[config.mk]
export PLATFORM = sky130hd
export DESIGN_NAME = pipe_datapath
export DESIGN_NICKNAME = d
export VERILOG_FILES = /design/src/rtl/pipe_datapath.sv
export SDC_FILE = /design/constraint.sdc
export NUM_CORES = 2
export LEC_CHECK = 0
export BUFFER_PORTS_ARGS = -buffer_cell sky130_fd_sc_hd__buf_2
export CAP_MARGIN = 20
export CORE_AREA = 2 2 499 501
export CTS_CLUSTER_DIAMETER = 30
export CTS_CLUSTER_SIZE = 30
export DETAILED_ROUTE_END_ITERATION = 10
export DIE_AREA = 0 0 501 503
export GPL_ROUTABILITY_DRIVEN = 0
export PLACE_DENSITY = 0.55
export SYNTH_ARGS = -nofsm -noshare
export SYNTH_HDL_FRONTEND = slang
export SYNTH_SLANG_ARGS = --single-unit
[constraint.sdc]
create_clock -name clk -period 8.3 [get_ports clk]
set_input_delay 1.66 -clock clk [delete_from_list [all_inputs] [get_ports clk]]
set_output_delay 1.66 -clock clk [all_outputs]
set_load 0.005 [all_outputs]
[src/rtl/pipe_datapath.sv]
// -----------------------------------------------------------------------------
// pipe_datapath
// Two-stage integer datapath: register file + ALU (EX, combinational from the
// request) feeding a registered OUT stage with a valid/ready handshake on both
// sides. Results retire into the register file when the consumer takes them,
// and the in-flight OUT result is forwarded to a dependent request in EX.
//
// Ports
//   clk        rising-edge clock for all state
//   reset      synchronous, active-low reset
//   in_valid   request valid
//   in_ready   block can accept a request this cycle (combinational)
//   rs1_addr   source register A index
//   rs2_addr   source register B index
//   rd_addr    destination register index
//   alu_ctrl   4-bit operation select
//   wr_en      write result back to rd_addr on retirement
//   out_valid  result/zero_flag hold an unretired operation
//   out_ready  consumer accepts the result
//   result     registered ALU result
//   zero_flag  registered (result == 0)
//   dbg_addr   debug read index
//   dbg_data   committed register contents at dbg_addr (combinational)
// -----------------------------------------------------------------------------
module pipe_datapath #(
    parameter int unsigned XLEN  = 32,
    parameter int unsigned NREGS = 32,
    localparam int unsigned AW   = $clog2(NREGS)
) (
    input  logic            clk,
    input  logic            reset,
    input  logic            in_valid,
    output logic            in_ready,
    input  logic [AW-1:0]   rs1_addr,
    input  logic [AW-1:0]   rs2_addr,
    input  logic [AW-1:0]   rd_addr,
    input  logic [3:0]      alu_ctrl,
    input  logic            wr_en,
    output logic            out_valid,
    input  logic            out_ready,
    output logic [XLEN-1:0] result,
    output logic            zero_flag,
    input  logic [AW-1:0]   dbg_addr,
    output logic [XLEN-1:0] dbg_data
);

    localparam int unsigned SHW = $clog2(XLEN);

    localparam logic [3:0] ALU_AND  = 4'b0000;
    localparam logic [3:0] ALU_OR   = 4'b0001;
    localparam logic [3:0] ALU_ADD  = 4'b0010;
    localparam logic [3:0] ALU_XOR  = 4'b0011;
    localparam logic [3:0] ALU_SLL  = 4'b0100;
    localparam logic [3:0] ALU_SRL  = 4'b0101;
    localparam logic [3:0] ALU_SUB  = 4'b0110;
    localparam logic [3:0] ALU_SLT  = 4'b0111;
    localparam logic [3:0] ALU_SRA  = 4'b1000;
    localparam logic [3:0] ALU_SLTU = 4'b1001;
    localparam logic [3:0] ALU_NOR  = 4'b1100;

    // Architectural register file; entry 0 is never written.
    logic [XLEN-1:0] regs [NREGS];

    // OUT stage bookkeeping (result/zero_flag/out_valid are the ports).
    logic [AW-1:0]   out_rd;
    logic            out_wr_en;

    logic            accept;
    logic            retire;
    logic            fwd_a;
    logic            fwd_b;
    logic [XLEN-1:0] op_a;
    logic [XLEN-1:0] op_b;
    logic [SHW-1:0]  shamt;
    logic [XLEN-1:0] alu_res;

    // Handshake: OUT can take a new operation if empty or draining this cycle.
    assign in_ready = !out_valid || out_ready;
    assign accept   = in_valid && in_ready;
    assign retire   = out_valid && out_ready;

    // Forward the pending OUT result when it will be written to a source reg.
    assign fwd_a = out_valid && out_wr_en && (out_rd != '0) && (rs1_addr == out_rd);
    assign fwd_b = out_valid && out_wr_en && (out_rd != '0) && (rs2_addr == out_rd);

    // Operand select: x0 is hard zero, then forwarding, then committed state.
    always_comb begin
        op_a = regs[rs1_addr];
        op_b = regs[rs2_addr];
        if (fwd_a) begin
            op_a = result;
        end
        if (fwd_b) begin
            op_b = result;
        end
        if (rs1_addr == '0) begin
            op_a = '0;
        end
        if (rs2_addr == '0) begin
            op_b = '0;
        end
    end

    assign shamt = op_b[SHW-1:0];

    // ALU; unlisted codes yield zero.
    always_comb begin
        alu_res = '0;
        case (alu_ctrl)
            ALU_AND:  alu_res = op_a & op_b;
            ALU_OR:   alu_res = op_a | op_b;
            ALU_ADD:  alu_res = op_a + op_b;
            ALU_XOR:  alu_res = op_a ^ op_b;
            ALU_SLL:  alu_res = op_a << shamt;
            ALU_SRL:  alu_res = op_a >> shamt;
            ALU_SUB:  alu_res = op_a - op_b;
            ALU_SLT:  alu_res = {{(XLEN-1){1'b0}}, ($signed(op_a) < $signed(op_b))};
            ALU_SRA:  alu_res = XLEN'($signed(op_a) >>> shamt);
            ALU_SLTU: alu_res = {{(XLEN-1){1'b0}}, (op_a < op_b)};
            ALU_NOR:  alu_res = ~(op_a | op_b);
            default:  alu_res = '0;
        endcase
    end

    // OUT stage: load on accept, clear on retire-only, hold otherwise.
    always_ff @(posedge clk) begin
        if (!reset) begin
            out_valid <= 1'b0;
            result    <= '0;
            zero_flag <= 1'b0;
            out_rd    <= '0;
            out_wr_en <= 1'b0;
        end else if (accept) begin
            out_valid <= 1'b1;
            result    <= alu_res;
            zero_flag <= (alu_res == '0);
            out_rd    <= rd_addr;
            out_wr_en <= wr_en;
        end else if (retire) begin
            out_valid <= 1'b0;
        end
    end

    // Writeback on retirement; reset wins and drops any pending write.
    always_ff @(posedge clk) begin
        if (!reset) begin
            for (int unsigned i = 0; i < NREGS; i++) begin
                regs[i] <= '0;
            end
        end else if (retire && out_wr_en && (out_rd != '0)) begin
            regs[out_rd] <= result;
        end
    end

    // Debug port sees committed state only.
    assign dbg_data = (dbg_addr == '0) ? '0 : regs[dbg_addr];

endmodule

==> summary.txt <==
Layout
  • Reg area: 31600 um^2
  • Finished Layout Cells: 9441
  • Area occupied by multi-input gates: between 30000 and 40000 um^2
  • Fraction of layout cells with a size suffix above 1: 30.3%
  • Area delta synth->final: 20.7%
  • Number of nets in the layout: 6100
  • Fill cells: around 23000

Floorplanning
  • Die area: 252000 um^2
  • Die Height: 503 um
  • Width of the die: 501 um
  • Std-Cell Rows: 183
  • Starting Density: 29.8%
  • Num ports: 96
  • Core Region: 247000 um^2

Clocking
  • CTS Root Cell: clkbuf_16
  • Clock transition at path regs: 0.04 ns
  • Worst-Skew Late Latency: approximately 0.94 ns
  • Setup bufs post-CTS: 0
  • CTS tree: yes
  • CTS Buffer Depth: 4
  • Post-CTS sizing: 0
  • CTS buffer count: 283
  • Hold Buf Count CTS: 0
  • H-tree depth: 5
  • Num Clock Sinks: around 1100

Yosys
  • Synth top area share: 41.7%
  • Top post-synthesis cells by count: edfxtp_1 (1024), and2_1 (974), mux4_2 (795), clkbuf_1 (445), nand2_1 (284)
  • Top cells by area, synth: edfxtp_1 (42%), mux4_2 (24%), and2_1 (8.3%), mux2i_1 (2.8%), clkbuf_1 (2.3%)
  • Yosys cell types: 97
  • Mapped Area: 73700 um^2
  • Post-Syn Instances: 5817
  • Post-synth EDFFs: 1024
  • Seq cells post-synth: 1064
  • Top FF cell, synth: edfxtp_1
  • FFs w/ async S/R, synth: 0%
  • Syn_area_per_cell: 12.7 um^2
  • Cell taking the most area after synthesis: edfxtp_1
  • Sequential area share after synthesis: between 40% and 50%
  • Ys Warns: 0
  • Most frequent cell after synthesis: edfxtp_1

GRT
  • Total GRT Usage: between 20% and 30%
  • Vias in the first global route: ~58000
  • Largest net degree at the start of global routing: 78
  • First-pass GRT wire length: 472000 um
  • Initial antenna violation count: 57
  • Overflow left after global routing: 0

STA
  • Clock skew: 0.112 ns
  • Final setup fails: 0
  • Fin. max-slew vios: 0
  • Max Clock Freq: 128 MHz
  • Max_slew headroom: 13.0%
  • Final Worst Setup Slack: 0.466 ns
  • Final critical-path share of the clock period: 94.4%
  • Fin. Hold Viols: 0
  • RSZ-0062 raised after global routing: false
  • Setup TNS: 0 ns
  • Least-Margin Pin Slew: 1.30 ns
  • Final Critical Period: 7.83 ns

Routing
  • DR WL/cell: 36.6 um
  • Pre-antenna DRT Iters: 8
  • Post-route ant nets: 0
  • Via count: just over 60000
  • First-iteration detailed-routing DRC count: 11735
  • Via density: about 6.4
  • Final WL: roughly 350000 um
  • # DRC: 0

Status
  • Outcome: finished clean

Power
  • Worst VDD drop: 235 uV
  • Cell Pwr Density: about 230 nW/um^2
  • Tot Pwr: 20.9 mW
  • Leakage: 32.2 nW

Place
  • # placed instances: 8911
  • Detail Placement HPWL: 216000 um
  • IO Port Bufs: between 90 and 100
  • Dpl ws: approximately 0.060 ns

Setup path
  • Kind of critical path: in -> reg
  • Crit path max fanout: 30
  • CP required: roughly 9.1 ns
  • Startpoint types: input port
  • Worst EP arrival: 8.61 ns
  • Worst setup EP type: register

Worst hold path
  • Tightest Hold Check Type: reg -> reg

Run
  • Max-cap violation count: 0
==> metal layers <==
metal / wire length, um / global-route usage, % / part of all wire, % / up-vias
met1: 124000 / 34.5 / 36 / 30928
met4: 20800 / 14.4 / 6.0 / 20
li1: - / - / - / 23096
met5: 144 / 0 / 0.042 / -
met2: 146000 / 38.4 / 42 / 5531
met3: 54600 / 10.5 / 16 / 1239
==> logic make-up after synthesis <==
family	synth area share [%]
AOI/OAI and AO/OA	8.23
xor gates and xnor gates	0.404
adders and majority gates	1.85
buffers and inverters	4.02
DFF	42.8
muxes	28.2
other	0.00509
and+or+nand+nor	14.5
==> report_power, final <==
group / internal [mW] / switching [mW] / total [mW]
clock network: 7.36 / 3.34 / 10.7
logic: 1.40 / 2.48 / 3.88
registers: 6.10 / 0.181 / 6.29
total: 14.9 / 5.99 / 20.9
==> registers in the layout, indices dropped and copies added (netlist names) <==
name	cells
out_rd	5
out_wr_en	1
regs	1024
result	32
zero_flag	1
out_valid	1
==> through the flow <==
| step | hold WS [ns] | util (%) | cell area, um^2 |
|---|---|---|---|
| floorplan | 0.432 | - | 73800 |
| global placement | 0.443 | 32.2 | 79500 |
| detailed placement | 0.462 | 32.2 | 79500 |
| CTS | 0.480 | 35.9 | 88700 |
| global route | 0.495 | 36.0 | 88800 |
| finish | 0.472 | 36.0 | 88900 |
==> critical path: stages <==
cell and delay (ns):
buf_8 0.38, buf_12 0.31, mux4_2 0.56, mux4_2 0.48, a21oi_1 0.50, nor2_1 0.27, a21oi_1 0.17, or2_2 0.15
ha_1 0.30, nand4_1 0.13, nor2_1 0.24, nand2_1 0.14, nor4_1 0.35, nor3_1 0.10, buf_4 0.17, nor4_1 0.28
a211oi_1 0.13, a21oi_1 0.36, a21o_1 0.20, a41oi_1 0.22, a311oi_1 0.63, nor3b_1 0.29, and4b_1 0.31, nand2_1 0.09
nand2_1 0.07
==> final timing paths <==
| path | from | endpoint | slack, ns | cells after the start |
|---|---|---|---|---|
| hold reg to reg | out_wr_en$_SDFFE_PN0P_ | out_wr_en$_SDFFE_PN0P_ | 0.47 | 2 |
| setup / recovery | rs2_addr[0] | zero_flag$_SDFFE_PN0P_ | 0.47 | 25 |
| setup reg to reg | out_rd[3]$_SDFFE_PN0P_ | zero_flag$_SDFFE_PN0P_ | 0.93 | 23 |
| hold / removal | out_wr_en$_SDFFE_PN0P_ | out_wr_en$_SDFFE_PN0P_ | 0.47 | 2 |
==> placed cells by master, fill, tap and decap left out, types with 37 or more instances in the layout <==
cell type  count
a211oi_1      50
a21oi_1      201
a22oi_1       58
and2_1       971
buf_2         81
buf_4        313
clkbuf_1      37
clkbuf_16    293
clkinv_1      40
clkinv_2      47
dfxtp_1       39
edfxtp_1    1024
ha_1         106
inv_1        104
mux2_2        69
mux2i_1      207
mux4_2       795
nand2_1      283
nand3_1       78
nand4_1       45
nor2_1       233
nor3_1       122
o21ai_0      115
or2_2         40
==> area by class of cell <==
| type | count | area share (%) |
|---|---|---|
| diodes | 36 | 0.101 |
| repair buffers | 439 | 4.08 |
| clock inverters | 157 | 1.88 |
| multi-input cells | 4064 | 45.0 |
| clock buffers | 333 | 8.45 |
| flip-flops and latches | 1064 | 35.5 |
| well taps | 3237 | 4.56 |
| inverters | 111 | 0.474 |
No activity file was read; power rests on OpenSTA's default activity.
